## config.mk

```make
export PLATFORM = sky130hd
export DESIGN_NAME = wb_arbiter
export DESIGN_NICKNAME = d
export VERILOG_FILES = /design/src/rtl/brisc_pkg.sv /design/src/rtl/wb_fifo.sv /design/src/rtl/wb_arbiter.sv
export SDC_FILE = /design/constraint.sdc
export NUM_CORES = 1
export LEC_CHECK = 0
export CAP_MARGIN = 20
export CORE_MARGIN = 2
export CORE_UTILIZATION = 54
export CTS_CLUSTER_SIZE = 10
export DETAILED_ROUTE_END_ITERATION = 6
export GPL_TIMING_DRIVEN = 0
export PLACE_DENSITY = 0.94
export SLEW_MARGIN = 20
export SYNTH_ARGS = -nofsm -noshare
export SYNTH_HDL_FRONTEND = slang
export SYNTH_SLANG_ARGS = --single-unit
export TNS_END_PERCENT = 20
```

## constraint.sdc

```tcl
create_clock -name clk -period 4.6 [get_ports clk]
set_input_delay 1.38 -clock clk [delete_from_list [all_inputs] [get_ports clk]]
set_output_delay 1.38 -clock clk [all_outputs]
set_load 0.02 [all_outputs]
```

## src/rtl/brisc_pkg.sv

```systemverilog
// brisc_pkg: shared core widths and the writeback request bundle.
package brisc_pkg;
  localparam int XLEN = 32;
  localparam int REG_ADDR_W = 5;
  typedef struct packed {
    logic [REG_ADDR_W-1:0] rd;
    logic [XLEN-1:0] data;
  } wb_req_t;
endpackage

```

## src/rtl/wb_fifo.sv

```systemverilog
// wb_fifo: parameterised sync FIFO, circular buffer with wrapping pointers, async active-high reset.
module wb_fifo #(
  parameter int DEPTH = 2,
  parameter int W = 8
) (
  input  logic clk,
  input  logic reset,
  input  logic push,
  input  logic pop,
  input  logic [W-1:0] din,
  output logic [W-1:0] dout,
  output logic full,
  output logic empty,
  output logic [$clog2(DEPTH):0] count
);
  localparam int AW = $clog2(DEPTH);
  logic [W-1:0] mem [DEPTH];
  logic [AW-1:0] wp, rp;
  assign dout = mem[rp];
  assign full = count == (AW+1)'(DEPTH);
  assign empty = count == '0;
  always_ff @(posedge clk or posedge reset)
    if (reset) begin
      wp <= '0;
      rp <= '0;
      count <= '0;
    end else begin
      if (push) wp <= wp + 1'b1;
      if (pop) rp <= rp + 1'b1;
      count <= count + {{AW{1'b0}}, push} - {{AW{1'b0}}, pop};
    end
  always_ff @(posedge clk)
    if (push) mem[wp] <= din;
endmodule

```

## src/rtl/wb_arbiter.sv

```systemverilog
// wb_arbiter: writeback arbiter merging the ALU pipe (A) and long-latency results (B) onto the RF write port.
// WB_BYPASS_EN adds same-cycle forwarding hit flags for decode.
module wb_arbiter
  import brisc_pkg::*;
#(
  parameter int FIFO_DEPTH = 2,
  parameter int STARVE_LIMIT = 4
) (
  input  logic clk,
  input  logic reset,
  input  logic a_valid,
  input  logic [REG_ADDR_W-1:0] a_rd,
  input  logic [XLEN-1:0] a_data,
  input  logic b_valid,
  output logic b_ready,
  input  logic [REG_ADDR_W-1:0] b_rd,
  input  logic [XLEN-1:0] b_data,
  output logic rf_we,
  output logic [REG_ADDR_W-1:0] rf_rd,
  output logic [XLEN-1:0] rf_wdata,
  output logic stall_req
`ifdef WB_BYPASS_EN
  ,
  input  logic [REG_ADDR_W-1:0] fwd_rs1_addr,
  input  logic [REG_ADDR_W-1:0] fwd_rs2_addr,
  output logic fwd_rs1_hit,
  output logic fwd_rs2_hit
`endif
);
  localparam int CW = $clog2(FIFO_DEPTH) + 1;
  localparam int SW = $clog2(STARVE_LIMIT + 1);
  wb_req_t a_req, b_req, head, rf_q;
  logic [CW-1:0] count;
  logic [SW-1:0] starve, starve_nxt;
  logic full, empty, b_fire, push, pop, direct;
  assign a_req = '{rd: a_rd, data: a_data};
  assign b_req = '{rd: b_rd, data: b_data};
  assign b_ready = count < CW'(FIFO_DEPTH);
  assign b_fire = b_valid && b_ready;
  assign pop = !a_valid && !empty;
  // rd==0 results from B are acknowledged but never buffered or written
  assign push = b_fire && b_rd != '0 && !full && (a_valid || !empty);
  assign direct = b_fire && b_rd != '0 && !a_valid && empty;
  assign starve_nxt = (pop || empty) ? '0 :
                      (a_valid && starve != SW'(STARVE_LIMIT)) ? starve + 1'b1 : starve;
  assign rf_rd = rf_q.rd;
  assign rf_wdata = rf_q.data;
  wb_fifo #(.DEPTH(FIFO_DEPTH), .W($bits(wb_req_t))) u_fifo (
    .clk(clk), .reset(reset), .push(push), .pop(pop), .din(b_req), .dout(head),
    .full(full), .empty(empty), .count(count)
  );
  always_ff @(posedge clk or posedge reset)
    if (reset) begin
      rf_we <= 1'b0;
      rf_q <= '0;
      starve <= '0;
      stall_req <= 1'b0;
    end else begin
      rf_we <= a_valid ? a_rd != '0 : !empty ? 1'b1 : direct;
      rf_q <= a_valid ? a_req : !empty ? head : direct ? b_req : rf_q;
      starve <= starve_nxt;
      stall_req <= starve_nxt == SW'(STARVE_LIMIT);
    end
`ifdef WB_BYPASS_EN
  assign fwd_rs1_hit = rf_we && rf_rd == fwd_rs1_addr && fwd_rs1_addr != '0;
  assign fwd_rs2_hit = rf_we && rf_rd == fwd_rs2_addr && fwd_rs2_addr != '0;
`endif
endmodule
```

==> results.sh <==
export IMPL_cts_root_buf="clkbuf_8"
export IMPL_hold_viol=0
export IMPL_crit_arrival_ns=2.25
export IMPL_rsz0062_at_grt="false"
export IMPL_hold_buffers=0
export IMPL_crit_fanout=10
export IMPL_path_cells="clkbuf_1 -> clkbuf_1 -> inv_1 -> clkdlybuf4s50_1"
export IMPL_cts_sinks=120
export IMPL_setup_viol_count_final=0
export IMPL_grt_pass1_vias=4117
export IMPL_cpLargestDelayFamily="buffers and inverters"
export IMPL_cts_buffer_depth=2
export IMPL_cts_buffers=17
export IMPL_dieArea_um2=10700
export IMPL_synthFlopType="edfxtp_1"
export IMPL_cts_tree="done"
export IMPL_status="finished clean"
export IMPL_p_leak_uw=0.00290
export IMPL_synth_top_area_share_pct=41.6
export IMPL_ant_nets=0
export IMPL_layout_min_cycle_time_ns=3.63
export IMPL_synthDistinctLibCells=34
export IMPL_cts_resized=0
export IMPL_avgSynthCellArea_um2=14.2
export IMPL_insertion_delay_ns=0.51
export IMPL_synth_seq_area_share_pct=63.1
export IMPL_viasPerCell=5.82
export IMPL_totalWireLength_um=13500
export IMPL_row_count=36
export IMPL_finalPower_uw=4440
export IMPL_max_freq_mhz=276
export IMPL_cp_startpoint="u_fifo.count[1]$_DFF_PP0_"
export IMPL_syn_cell_area_um2=5340
export IMPL_slew_violations=0
export IMPL_num_vias=3843
export IMPL_crit_type="reg -> out"
export IMPL_post_drt_wl_per_cell_um=20.4
export IMPL_start_util_pct=55.2
export IMPL_start_kind="register"
export IMPL_die_x_um=103
export IMPL_min_from="rf_wdata[15]$_DFFE_PP0P_"
export IMPL_final_period_utilization_pct=78.9
export IMPL_antenna_cells=0
export IMPL_critPathCaptureType="primary output"
export IMPL_drtIter0Drc=171
export IMPL_placed_area_um2=6760
export IMPL_worst_pin_slew_ns=0.823
export IMPL_grt_usage_pct=26.1
export IMPL_core_um2=9680
export IMPL_post_cts_setup_buffers=0
export IMPL_layout_setup_ws_ns=0.972
export IMPL_io_pins=118
export IMPL_synth_most_common_cell="edfxtp_1"
export IMPL_crit_top_cell="clkbuf_1"
export IMPL_yosys_warnings=0
export IMPL_gp_congestion=0.802
export IMPL_synth_edf_count=74
export IMPL_whs_ns=0.487
export IMPL_drive_gt1_share_pct=14.2
export IMPL_max_stage_delay_ns=0.59
export IMPL_overflow=0
export IMPL_antenna_found_initial=0
export IMPL_r2r_setup_slack_ns=2.08
export IMPL_cp_slowest_cell="clkdlybuf4s50_1"
export IMPL_synth_area_leaders="edfxtp_1 42%, dfrtp_1 22%, mux2i_1 7.1%"
export IMPL_cts_htree_levels=4
export IMPL_synth_largest_area_cell="edfxtp_1"
export IMPL_drc=0
export IMPL_drt_pass1_iterations=5
export IMPL_place_ws_ns=0.807
export IMPL_final_nets=596
export IMPL_async_flop_share_pct=38.3
export IMPL_worstPathRequired_ns=3.22
export IMPL_finClkSkew_ns=0.00841
export IMPL_peakVddDrop_uv=335
export IMPL_cts_clk_slew_worst_paths_ns=0.06
export IMPL_dp_hpwl_um=9090
export IMPL_crit_reg2reg_launch="u_fifo.count[1]$_DFF_PP0_"
export IMPL_power_density_nw_per_um2=606
export IMPL_synthTopCellsByCount="74 x edfxtp_1, 46 x dfrtp_1, 44 x inv_1"
export IMPL_grt_pass1_wl_um=20600
export IMPL_chipHeight_um=103
export IMPL_syn2layout_area_growth_pct=37.2
export IMPL_slew_headroom_pct=45.1
export IMPL_crit_buf_inv=4
export IMPL_final_area_um2=7330
export IMPL_ys_ff_latch=120
export IMPL_maxCapViolCount=0
export IMPL_syn_nets=458
export IMPL_netlist_instances=376
export IMPL_io_buffers=116
export IMPL_utilization_pct=75.7
export IMPL_grt_max_degree=26
export IMPL_min_path_type="reg -> reg"
==> metal layers <==
metal	up-vias	global-route usage (%)	share of wire [%]
li1	1730	-	-
met5	-	0	0
met1	1924	31.9	39
met4	0	9.01	1.1
met3	14	6.38	7.5
met2	175	45.3	52
==> cell families after synthesis <==
family / after synthesis / synth area share (%)
XOR/XNOR: 4 / 0.656
AND/OR/NAND/NOR: 54 / 6.09
buffers and inverters: 74 / 5.74
AO/OA/AOI/OAI: 45 / 7.19
flip-flops: 120 / 63.1
multiplexers: 75 / 16.3
adder cells (fa/ha/maj): 4 / 0.937
==> final timing paths <==
path                                                    end  cells past startpoint
worst max-delay path                                b_ready                      4
worst min-delay path               rf_wdata[15]$_DFFE_PP0P_                      1
worst max register to register  u_fifo.mem[0][28]$_DFFE_PP_                      6
worst min register to register     rf_wdata[15]$_DFFE_PP0P_                      1
max in group asynchronous          rf_wdata[11]$_DFFE_PP0P_                      3
min in group asynchronous          rf_wdata[28]$_DFFE_PP0P_                      2
==> layout make-up <==
cell class	instances	area, µm²
plain buffers	30	141
clock buffers	18	418
clock inverters	14	151
fillers	584	2350
inverters	44	165
multi-input cells	182	1680
flip-flops and latches	120	3370
well taps	133	166
repair buffers	119	1240
==> cell usage in the layout, fill, tap and decap left out, types with 2 or more instances in the layout <==
cell type	count
ha_1	4
inv_1	43
clkbuf_16	16
or4_1	2
clkdlybuf4s50_1	116
mux2_1	10
a221oi_1	36
nor4_1	38
buf_2	5
clkinv_2	2
nor2_4	2
mux2_4	19
inv_6	2
xnor2_1	3
dfrtp_1	46
clkbuf_1	22
a21oi_1	2
nor2_1	3
mux2i_1	38
bufinv_16	2
clkinvlp_4	5
mux2_2	8
buf_6	3
nand2_1	2
clkinv_4	3
buf_16	2
edfxtp_1	74
==> power breakdown <==
| part | total (µW) | switching, µW | internal, µW |
|---|---|---|---|
| Combinational | 1600 | 859 | 742 |
| Clock | 1260 | 485 | 772 |
| Sequential | 1580 | 133 | 1450 |
| Total | 4440 | 1480 | 2970 |
==> metrics by stage <==
stage	setup TNS, ns	instances
after floorplan	0	376
after global placement	-50.10	625
after detailed placement	0	628
after CTS	0	660
after global routing	0	660
final	0	660
==> worst reg2reg max path, stage by stage, from the launching register on <==
cell	delay [ns]
dfrtp_1	0.36
clkbuf_1	0.16
clkbuf_1	0.29
inv_1	0.16
o2111ai_1	0.32
nor2_4	0.68
buf_16	0.25
==> sequential cells by signal (all words and copies together) (netlist names) <==
signal,count
stall_req,1
rf_rd,5
starve,3
rf_wdata,32
u_fifo.wp,1
u_fifo.count,2
u_fifo.mem,74
u_fifo.rp,1
rf_we,1
Note: power is estimated with default switching activity, not from simulation.
